$ cat config.mk
export PLATFORM = sky130hd
export DESIGN_NAME = mem_port_arbiter_flat
export DESIGN_NICKNAME = d
export VERILOG_FILES = /design/src/rtl/mem_port_arbiter_if.sv /design/src/rtl/mem_port_arbiter.sv /design/src/flat_wrapper.sv
export SDC_FILE = /design/constraint.sdc
export NUM_CORES = 1
export LEC_CHECK = 0
export ABC_AREA = 1
export CAP_MARGIN = 30
export CELL_PAD_IN_SITES_DETAIL_PLACEMENT = 0
export CELL_PAD_IN_SITES_GLOBAL_PLACEMENT = 2
export CORE_MARGIN = 8
export CORE_UTILIZATION = 24
export DETAILED_ROUTE_END_ITERATION = 7
export GPL_ROUTABILITY_DRIVEN = 1
export PLACE_DENSITY_LB_ADDON = 0.1
export SLEW_MARGIN = 20
export SYNTH_ARGS = -nofsm -noshare
export SYNTH_HDL_FRONTEND = slang
export SYNTH_SLANG_ARGS = --single-unit
export TNS_END_PERCENT = 20
$ cat constraint.sdc
create_clock -name clk -period 7.6 [get_ports clk]
set_clock_uncertainty 0.1 [all_clocks]
set_input_delay 2.28 -clock clk [delete_from_list [all_inputs] [get_ports clk]]
set_output_delay 2.28 -clock clk [all_outputs]
set_load 0.02 [all_outputs]
$ cat src/rtl/mem_port_arbiter_if.sv
// Bus bundle between the IF/DM requesters, the arbiter and the unified memory port.
// The arbiter connects through the slave modport; the requester/memory side uses master.
interface mem_port_arbiter_if;
  logic        if_req;
  logic [31:0] if_addr;
  logic        if_ack;
  logic [31:0] if_rdata;
  logic        dm_req;
  logic        dm_we;
  logic [31:0] dm_addr;
  logic [31:0] dm_wdata;
  logic [3:0]  dm_wstrb;
  logic        dm_ack;
  logic [31:0] dm_rdata;
  logic        mem_en;
  logic        mem_we;
  logic [31:0] mem_addr;
  logic [31:0] mem_wdata;
  logic [3:0]  mem_wstrb;
  logic        mem_ready;
  logic [31:0] mem_rdata;
  logic        stall;
  logic        bus_error;

  modport slave (
    input  if_req, if_addr, dm_req, dm_we, dm_addr, dm_wdata, dm_wstrb, mem_ready, mem_rdata,
    output if_ack, if_rdata, dm_ack, dm_rdata, mem_en, mem_we, mem_addr, mem_wdata, mem_wstrb,
    output stall, bus_error
  );

  modport master (
    output if_req, if_addr, dm_req, dm_we, dm_addr, dm_wdata, dm_wstrb, mem_ready, mem_rdata,
    input  if_ack, if_rdata, dm_ack, dm_rdata, mem_en, mem_we, mem_addr, mem_wdata, mem_wstrb,
    input  stall, bus_error
  );
endinterface

$ cat src/rtl/mem_port_arbiter.sv
// Shares the single-ported unified memory between instruction fetch (IF) and load/store (DM).
// Define ARB_ROUND_ROBIN_EN to replace DM priority + starvation forcing with round-robin.
module mem_port_arbiter #(
  parameter int unsigned STARVE_LIMIT = 3,
  parameter int unsigned TIMEOUT      = 16,
  parameter logic [31:0] ERR_DATA     = 32'hDEADBEEF
) (
  input logic            clk,
  input logic            resetn,
  mem_port_arbiter_if.slave bus
);

  localparam logic [7:0] TimeoutLast = 8'(TIMEOUT - 1);

  typedef enum logic [1:0] {StIdle, StBusy, StResp} state_e;

  state_e      state_q, state_d;
  logic        owner_q, owner_d;  // 1 = DM owns the transaction
  logic        we_q, we_d;
  logic [31:0] addr_q, addr_d;
  logic [31:0] wdata_q, wdata_d;
  logic [3:0]  wstrb_q, wstrb_d;
  logic [31:0] if_rdata_q, if_rdata_d;
  logic [31:0] dm_rdata_q, dm_rdata_d;
  logic [7:0]  tmo_q, tmo_d;
  logic        bus_error_q, bus_error_d;
  logic        grant_dm;
  logic        any_req;
  logic        contested;

`ifdef ARB_ROUND_ROBIN_EN
  logic last_dm_q, last_dm_d;  // resets to IF so DM wins the first contest
`else
  localparam logic [3:0] StarveLimit = 4'(STARVE_LIMIT);
  logic [3:0] starve_q, starve_d;
`endif

  assign any_req   = bus.if_req | bus.dm_req;
  assign contested = bus.if_req & bus.dm_req;

  always_comb begin
    grant_dm = bus.dm_req;
`ifdef ARB_ROUND_ROBIN_EN
    if (contested) grant_dm = ~last_dm_q;
`else
    if (contested && (starve_q == StarveLimit)) grant_dm = 1'b0;
`endif
  end

  always_comb begin
    state_d     = state_q;
    owner_d     = owner_q;
    we_d        = we_q;
    addr_d      = addr_q;
    wdata_d     = wdata_q;
    wstrb_d     = wstrb_q;
    if_rdata_d  = if_rdata_q;
    dm_rdata_d  = dm_rdata_q;
    tmo_d       = tmo_q;
    bus_error_d = bus_error_q;
`ifdef ARB_ROUND_ROBIN_EN
    last_dm_d   = last_dm_q;
`else
    starve_d    = starve_q;
`endif

    unique case (state_q)
      StIdle: begin
        if (any_req) begin
          owner_d = grant_dm;
          tmo_d   = 8'd0;
          state_d = StBusy;
          if (grant_dm) begin
            we_d    = bus.dm_we;
            addr_d  = bus.dm_addr;
            wdata_d = bus.dm_wdata;
            wstrb_d = bus.dm_wstrb;
          end else begin
            we_d    = 1'b0;
            addr_d  = bus.if_addr;
            wstrb_d = 4'b0000;
          end
`ifdef ARB_ROUND_ROBIN_EN
          last_dm_d = grant_dm;
`else
          if (!grant_dm) begin
            starve_d = 4'd0;
          end else if (contested && (starve_q != 4'hF)) begin
            starve_d = starve_q + 4'd1;
          end
`endif
        end
      end

      StBusy: begin
        if (bus.mem_ready) begin
          state_d = StResp;
          if (!owner_q) begin
            if_rdata_d = bus.mem_rdata;
          end else if (!we_q) begin
            dm_rdata_d = bus.mem_rdata;
          end
        end else if (tmo_q == TimeoutLast) begin
          state_d     = StResp;
          bus_error_d = 1'b1;
          if (owner_q) dm_rdata_d = ERR_DATA;
          else         if_rdata_d = ERR_DATA;
        end else begin
          tmo_d = tmo_q + 8'd1;
        end
      end

      StResp: begin
        state_d = StIdle;
      end

      default: begin
        state_d = StIdle;
      end
    endcase
  end

  always_ff @(posedge clk or posedge resetn) begin
    if (resetn) begin
      state_q     <= StIdle;
      owner_q     <= 1'b0;
      we_q        <= 1'b0;
      addr_q      <= '0;
      wdata_q     <= '0;
      wstrb_q     <= '0;
      if_rdata_q  <= '0;
      dm_rdata_q  <= '0;
      tmo_q       <= '0;
      bus_error_q <= 1'b0;
`ifdef ARB_ROUND_ROBIN_EN
      last_dm_q   <= 1'b0;
`else
      starve_q    <= '0;
`endif
    end else begin
      state_q     <= state_d;
      owner_q     <= owner_d;
      we_q        <= we_d;
      addr_q      <= addr_d;
      wdata_q     <= wdata_d;
      wstrb_q     <= wstrb_d;
      if_rdata_q  <= if_rdata_d;
      dm_rdata_q  <= dm_rdata_d;
      tmo_q       <= tmo_d;
      bus_error_q <= bus_error_d;
`ifdef ARB_ROUND_ROBIN_EN
      last_dm_q   <= last_dm_d;
`else
      starve_q    <= starve_d;
`endif
    end
  end

  assign bus.mem_en    = (state_q == StBusy);
  assign bus.mem_we    = (state_q == StBusy) & we_q;
  assign bus.mem_addr  = addr_q;
  assign bus.mem_wdata = wdata_q;
  assign bus.mem_wstrb = wstrb_q;
  assign bus.if_ack    = (state_q == StResp) & ~owner_q;
  assign bus.dm_ack    = (state_q == StResp) & owner_q;
  assign bus.if_rdata  = if_rdata_q;
  assign bus.dm_rdata  = dm_rdata_q;
  assign bus.bus_error = bus_error_q;
  assign bus.stall     = (bus.if_req & ~bus.if_ack) | (bus.dm_req & ~bus.dm_ack);

endmodule

$ cat src/flat_wrapper.sv
// flat-port wrapper written by rule: the top's interface ports become plain ports
module mem_port_arbiter_flat 
#(
  parameter int unsigned STARVE_LIMIT = 3,
  parameter int unsigned TIMEOUT      = 16,
  parameter logic [31:0] ERR_DATA     = 32'hDEADBEEF
)
  (clk, resetn, bus_if_req, bus_if_addr, bus_dm_req, bus_dm_we, bus_dm_addr, bus_dm_wdata, bus_dm_wstrb, bus_mem_ready, bus_mem_rdata, bus_if_ack, bus_if_rdata, bus_dm_ack, bus_dm_rdata, bus_mem_en, bus_mem_we, bus_mem_addr, bus_mem_wdata, bus_mem_wstrb, bus_stall, bus_bus_error);
  mem_port_arbiter_if bus_i ();
  input logic clk;
  input logic resetn;
  input wire logic [$bits(bus_i.if_req)-1:0] bus_if_req;
  input wire logic [$bits(bus_i.if_addr)-1:0] bus_if_addr;
  input wire logic [$bits(bus_i.dm_req)-1:0] bus_dm_req;
  input wire logic [$bits(bus_i.dm_we)-1:0] bus_dm_we;
  input wire logic [$bits(bus_i.dm_addr)-1:0] bus_dm_addr;
  input wire logic [$bits(bus_i.dm_wdata)-1:0] bus_dm_wdata;
  input wire logic [$bits(bus_i.dm_wstrb)-1:0] bus_dm_wstrb;
  input wire logic [$bits(bus_i.mem_ready)-1:0] bus_mem_ready;
  input wire logic [$bits(bus_i.mem_rdata)-1:0] bus_mem_rdata;
  output wire logic [$bits(bus_i.if_ack)-1:0] bus_if_ack;
  output wire logic [$bits(bus_i.if_rdata)-1:0] bus_if_rdata;
  output wire logic [$bits(bus_i.dm_ack)-1:0] bus_dm_ack;
  output wire logic [$bits(bus_i.dm_rdata)-1:0] bus_dm_rdata;
  output wire logic [$bits(bus_i.mem_en)-1:0] bus_mem_en;
  output wire logic [$bits(bus_i.mem_we)-1:0] bus_mem_we;
  output wire logic [$bits(bus_i.mem_addr)-1:0] bus_mem_addr;
  output wire logic [$bits(bus_i.mem_wdata)-1:0] bus_mem_wdata;
  output wire logic [$bits(bus_i.mem_wstrb)-1:0] bus_mem_wstrb;
  output wire logic [$bits(bus_i.stall)-1:0] bus_stall;
  output wire logic [$bits(bus_i.bus_error)-1:0] bus_bus_error;
  assign bus_i.if_req = bus_if_req;
  assign bus_i.if_addr = bus_if_addr;
  assign bus_i.dm_req = bus_dm_req;
  assign bus_i.dm_we = bus_dm_we;
  assign bus_i.dm_addr = bus_dm_addr;
  assign bus_i.dm_wdata = bus_dm_wdata;
  assign bus_i.dm_wstrb = bus_dm_wstrb;
  assign bus_i.mem_ready = bus_mem_ready;
  assign bus_i.mem_rdata = bus_mem_rdata;
  assign bus_if_ack = bus_i.if_ack;
  assign bus_if_rdata = bus_i.if_rdata;
  assign bus_dm_ack = bus_i.dm_ack;
  assign bus_dm_rdata = bus_i.dm_rdata;
  assign bus_mem_en = bus_i.mem_en;
  assign bus_mem_we = bus_i.mem_we;
  assign bus_mem_addr = bus_i.mem_addr;
  assign bus_mem_wdata = bus_i.mem_wdata;
  assign bus_mem_wstrb = bus_i.mem_wstrb;
  assign bus_stall = bus_i.stall;
  assign bus_bus_error = bus_i.bus_error;
  mem_port_arbiter #(.STARVE_LIMIT(STARVE_LIMIT), .TIMEOUT(TIMEOUT), .ERR_DATA(ERR_DATA)) u_core (.clk(clk), .resetn(resetn), .bus(bus_i));
endmodule
==> metrics.csv <==
stage,metric,value,unit
worst_setup_path,crit_required,5.22,ns
cells_and_area,multi_input_area,0.00277,mm²
synthesis,syn-num-nets,987,
synthesis,ys_warn_count,0,
clock_network,cts_hold_buf,0,
synthesis,synth_area,0.00699,mm²
sta,drv_slew,0,
global_route,antenna_found_initial,1,
worst_setup_path,startpoint,bus_if_req,
sta,setup_viol,0,
worst_setup_path,max_stage_delay,0.63,ns
place,post-place-cells,1462,
power,power.leakage,5.04,nW
cells_and_area,nFillCells,3039,
cells_and_area,final_cell_mix,"378 x nand2_1, 275 x clkdlybuf4s50_1, 149 x dfrtp_1",
drt,antenna_left,0,
floorplan,rows,62,
place,dp_slack,1.52,ns
worst_setup_path,crit_arrival,3.70,ns
place,port_buffers,275,
global_route,grt_pass1_wl,41400,µm
worst_setup_path,startpoint_type,primary input,
sta,finalSetupTns,0,ns
drt,wire_per_inst,17.7,µm
drt,via_count,6330,
sta,post-route-period-util,79.9,%
synthesis,ys_types,31,
synthesis,synth-seq-cells,149,
sta,whs,0.368,ns
global_route,grt_pass1_vias,6765,
floorplan,core_area,0.0287,mm²
run_status,outcome,"finished, final reports clean",
place,place_congestion,0.691,
cells_and_area,stdcell_count,1496,
power,peakVddDrop,0.000157,V
floorplan,initial_utilization,24.4,%
place,placedInstanceArea,0.00999,mm²
clock_network,clk_pin_slew,0.06,ns
hold_path,min-delay-start,u_core.bus.dm_rdata[2],
cells_and_area,final_common_cell,nand2_1,
worst_setup_path,path_delay_family,buffers and inverters,
clock_network,cts_tree,done,
worst_setup_path,cpMaxStageDelayCell,clkdlybuf4s50_1,
drt,firstDrtPassIters,5,
worst_setup_path,cp_common_cell,clkdlybuf4s50_1,
floorplan,die-height,187,µm
worst_setup_path,worst_setup_path_end_kind,output pin,
sta,relSlewSlack,43.9,%
clock_network,cts_setup_buffers,0,
clock_network,clockRootBuffer,clkbuf_16,
clock_network,cts_resized,0,
synthesis,syn_area_per_cell,8.26,µm²
synthesis,synth-async-reset-ratio,100,%
worst_setup_path,path_class,primary input to output pin,
cells_and_area,final_util,36.9,%
synthesis,yosysSeqAreaShare,53.3,%
drt,vias_per_cell,4.23,
drt,drt_iter0_markers,283,
synthesis,ys.flop_type,dfrtp_1,
place,dp_hpwl,17900,µm
global_route,grt_max_degree,73,
clock_network,ctsHtreeMaxLevel,4,
worst_setup_path,reg2reg_from,u_core.starve_q[0],
worst_setup_path,cp_max_fo,3,
global_route,overflow,0,
power,p_per_area,411,mW/mm²
sta,rsz0062_at_grt,no,
clock_network,cts_buffers,17,
cells_and_area,final-seq-area,0.00373,mm²
sta,hold_violations,0,
synthesis,netlist_instances,847,
cells_and_area,drive_above_1_share,7.48,%
drt,wirelength,26400,µm
global_route,track_usage,15.1,%
floorplan,dieArea,0.0349,mm²
clock_network,clock_latency,0.42,ns
run,drv_cap,0,
sta,layout_setup_ws,1.52,ns
cells_and_area,layout.nets,1238,
cells_and_area,area_growth,51.3,%
power,fin_total_pwr,4.35,mW
clock_network,cts_sinks,149,
synthesis,synth-edff-count,0,
sta,finalCriticalPeriod,6.08,ns
floorplan,num_io_pins,276,
sta,tightestPinTransition,0.840,ns
drt,drcViolationCount,0,
worst_setup_path,cp_cell_sequence,clkdlybuf4s50_1 > inv_1 > o22ai_1 > clkdlybuf4s50_1,
clock_network,cts_buffer_depth,2,
floorplan,die_x,187,µm
hold_path,hold_path.class,register to register,
worst_setup_path,critPathBufInv,3,
sta,max_freq,165,MHz
cells_and_area,postLayoutCellArea,0.0106,mm²
==> worst register-to-register path, cell delays in order, from the launching register on <==
cell and delay, ns:
dfrtp_1 0.42, ha_1 0.30, nand3_4 0.36, nand2_4 0.39, nor2_8 0.64, inv_2 0.47, nand2_1 0.16, nand2_1 0.06
==> layer usage <==
layer | part of all wire [%] | GRT usage, % | vias to the layer above | wire, µm
li1 | - | - | 3207 | -
met1 | 44 | 18.8 | 2911 | 11600
met2 | 44 | 23.0 | 193 | 11600
met3 | 11 | 7.59 | 17 | 2830
met4 | 1.3 | 3.60 | 2 | 339
met5 | 0.049 | 0 | - | 13
==> final cells by class <==
cell class,count,area share (%)
Antenna cell,2,0.0473
Inverter,53,1.93
Clock inverter,14,1.37
Clock buffer,17,4.02
Tap cell,384,4.54
Timing Repair Buffer,283,26.7
Sequential cell,149,35.2
Multi-Input combinational cell,594,26.2
==> worst paths after layout <==
check | end | slack (ns) | depth (start not counted)
setup / recovery | bus_stall | 1.52 | 4
hold / removal | u_core.bus.dm_rdata[2] | 0.37 | 2
setup reg to reg | u_core.bus.mem_wdata[4] | 4.58 | 7
hold reg to reg | u_core.bus.dm_rdata[2] | 0.37 | 2
max in group asynchronous | u_core.bus.if_rdata[9] | 4.09 | 3
min in group asynchronous | u_core.bus.mem_wdata[31] | 2.22 | 2
==> logic make-up (layout without fill, tap and decap cells) <==
logic type                 count (synthesis)  after routing  share of synthesized area, %
and+or+nand+nor                          579            579                          37.8
other                                      0              2                             0
buffers and inverters                    104            367                          7.14
DFF                                      149            149                          53.3
AOI/OAI and AO/OA                         11             11                          1.09
adders and majority gates                  2              2                         0.358
xor gates and xnor gates                   2              2                         0.251
==> report_power, final <==
group	internal (mW)	leakage, nW	switching (mW)
registers	1.16	1.85	0.204
clock network	0.459	0.267	0.385
logic	0.885	2.91	1.26
==> cells in the mapped netlist (2+ instances only) <==
master    count  area share, %
dfrtp_1     149             53
nand3_1      52            3.7
nand2_1     378             20
nor3_1        2           0.14
or2_2        24            2.1
buf_2        30            2.1
nand4_1      64            5.7
o21ai_0       4           0.29
inv_2         5           0.27
nor3b_1       2           0.21
clkbuf_1      7           0.38
xor2_1        2           0.25
ha_1          2           0.36
nand2_2       3           0.27
buf_1         4           0.21
inv_1        48            2.6
nand3_2       4           0.57
o21bai_1      3           0.32
buf_6         9            1.4
nor2_1       19            1.0
nand3b_1     26            2.8
==> state kept, by name (all words and copies together), names as in the netlist, 2 cells and up <==
register	flops
u_core.state_q	2
u_core.bus.if_rdata	32
u_core.tmo_q	8
u_core.starve_q	4
u_core.bus.dm_rdata	32
u_core.bus.mem_wdata	32
u_core.bus.mem_addr	32
u_core.bus.mem_wstrb	4
Power figures use the tool's default switching activity.
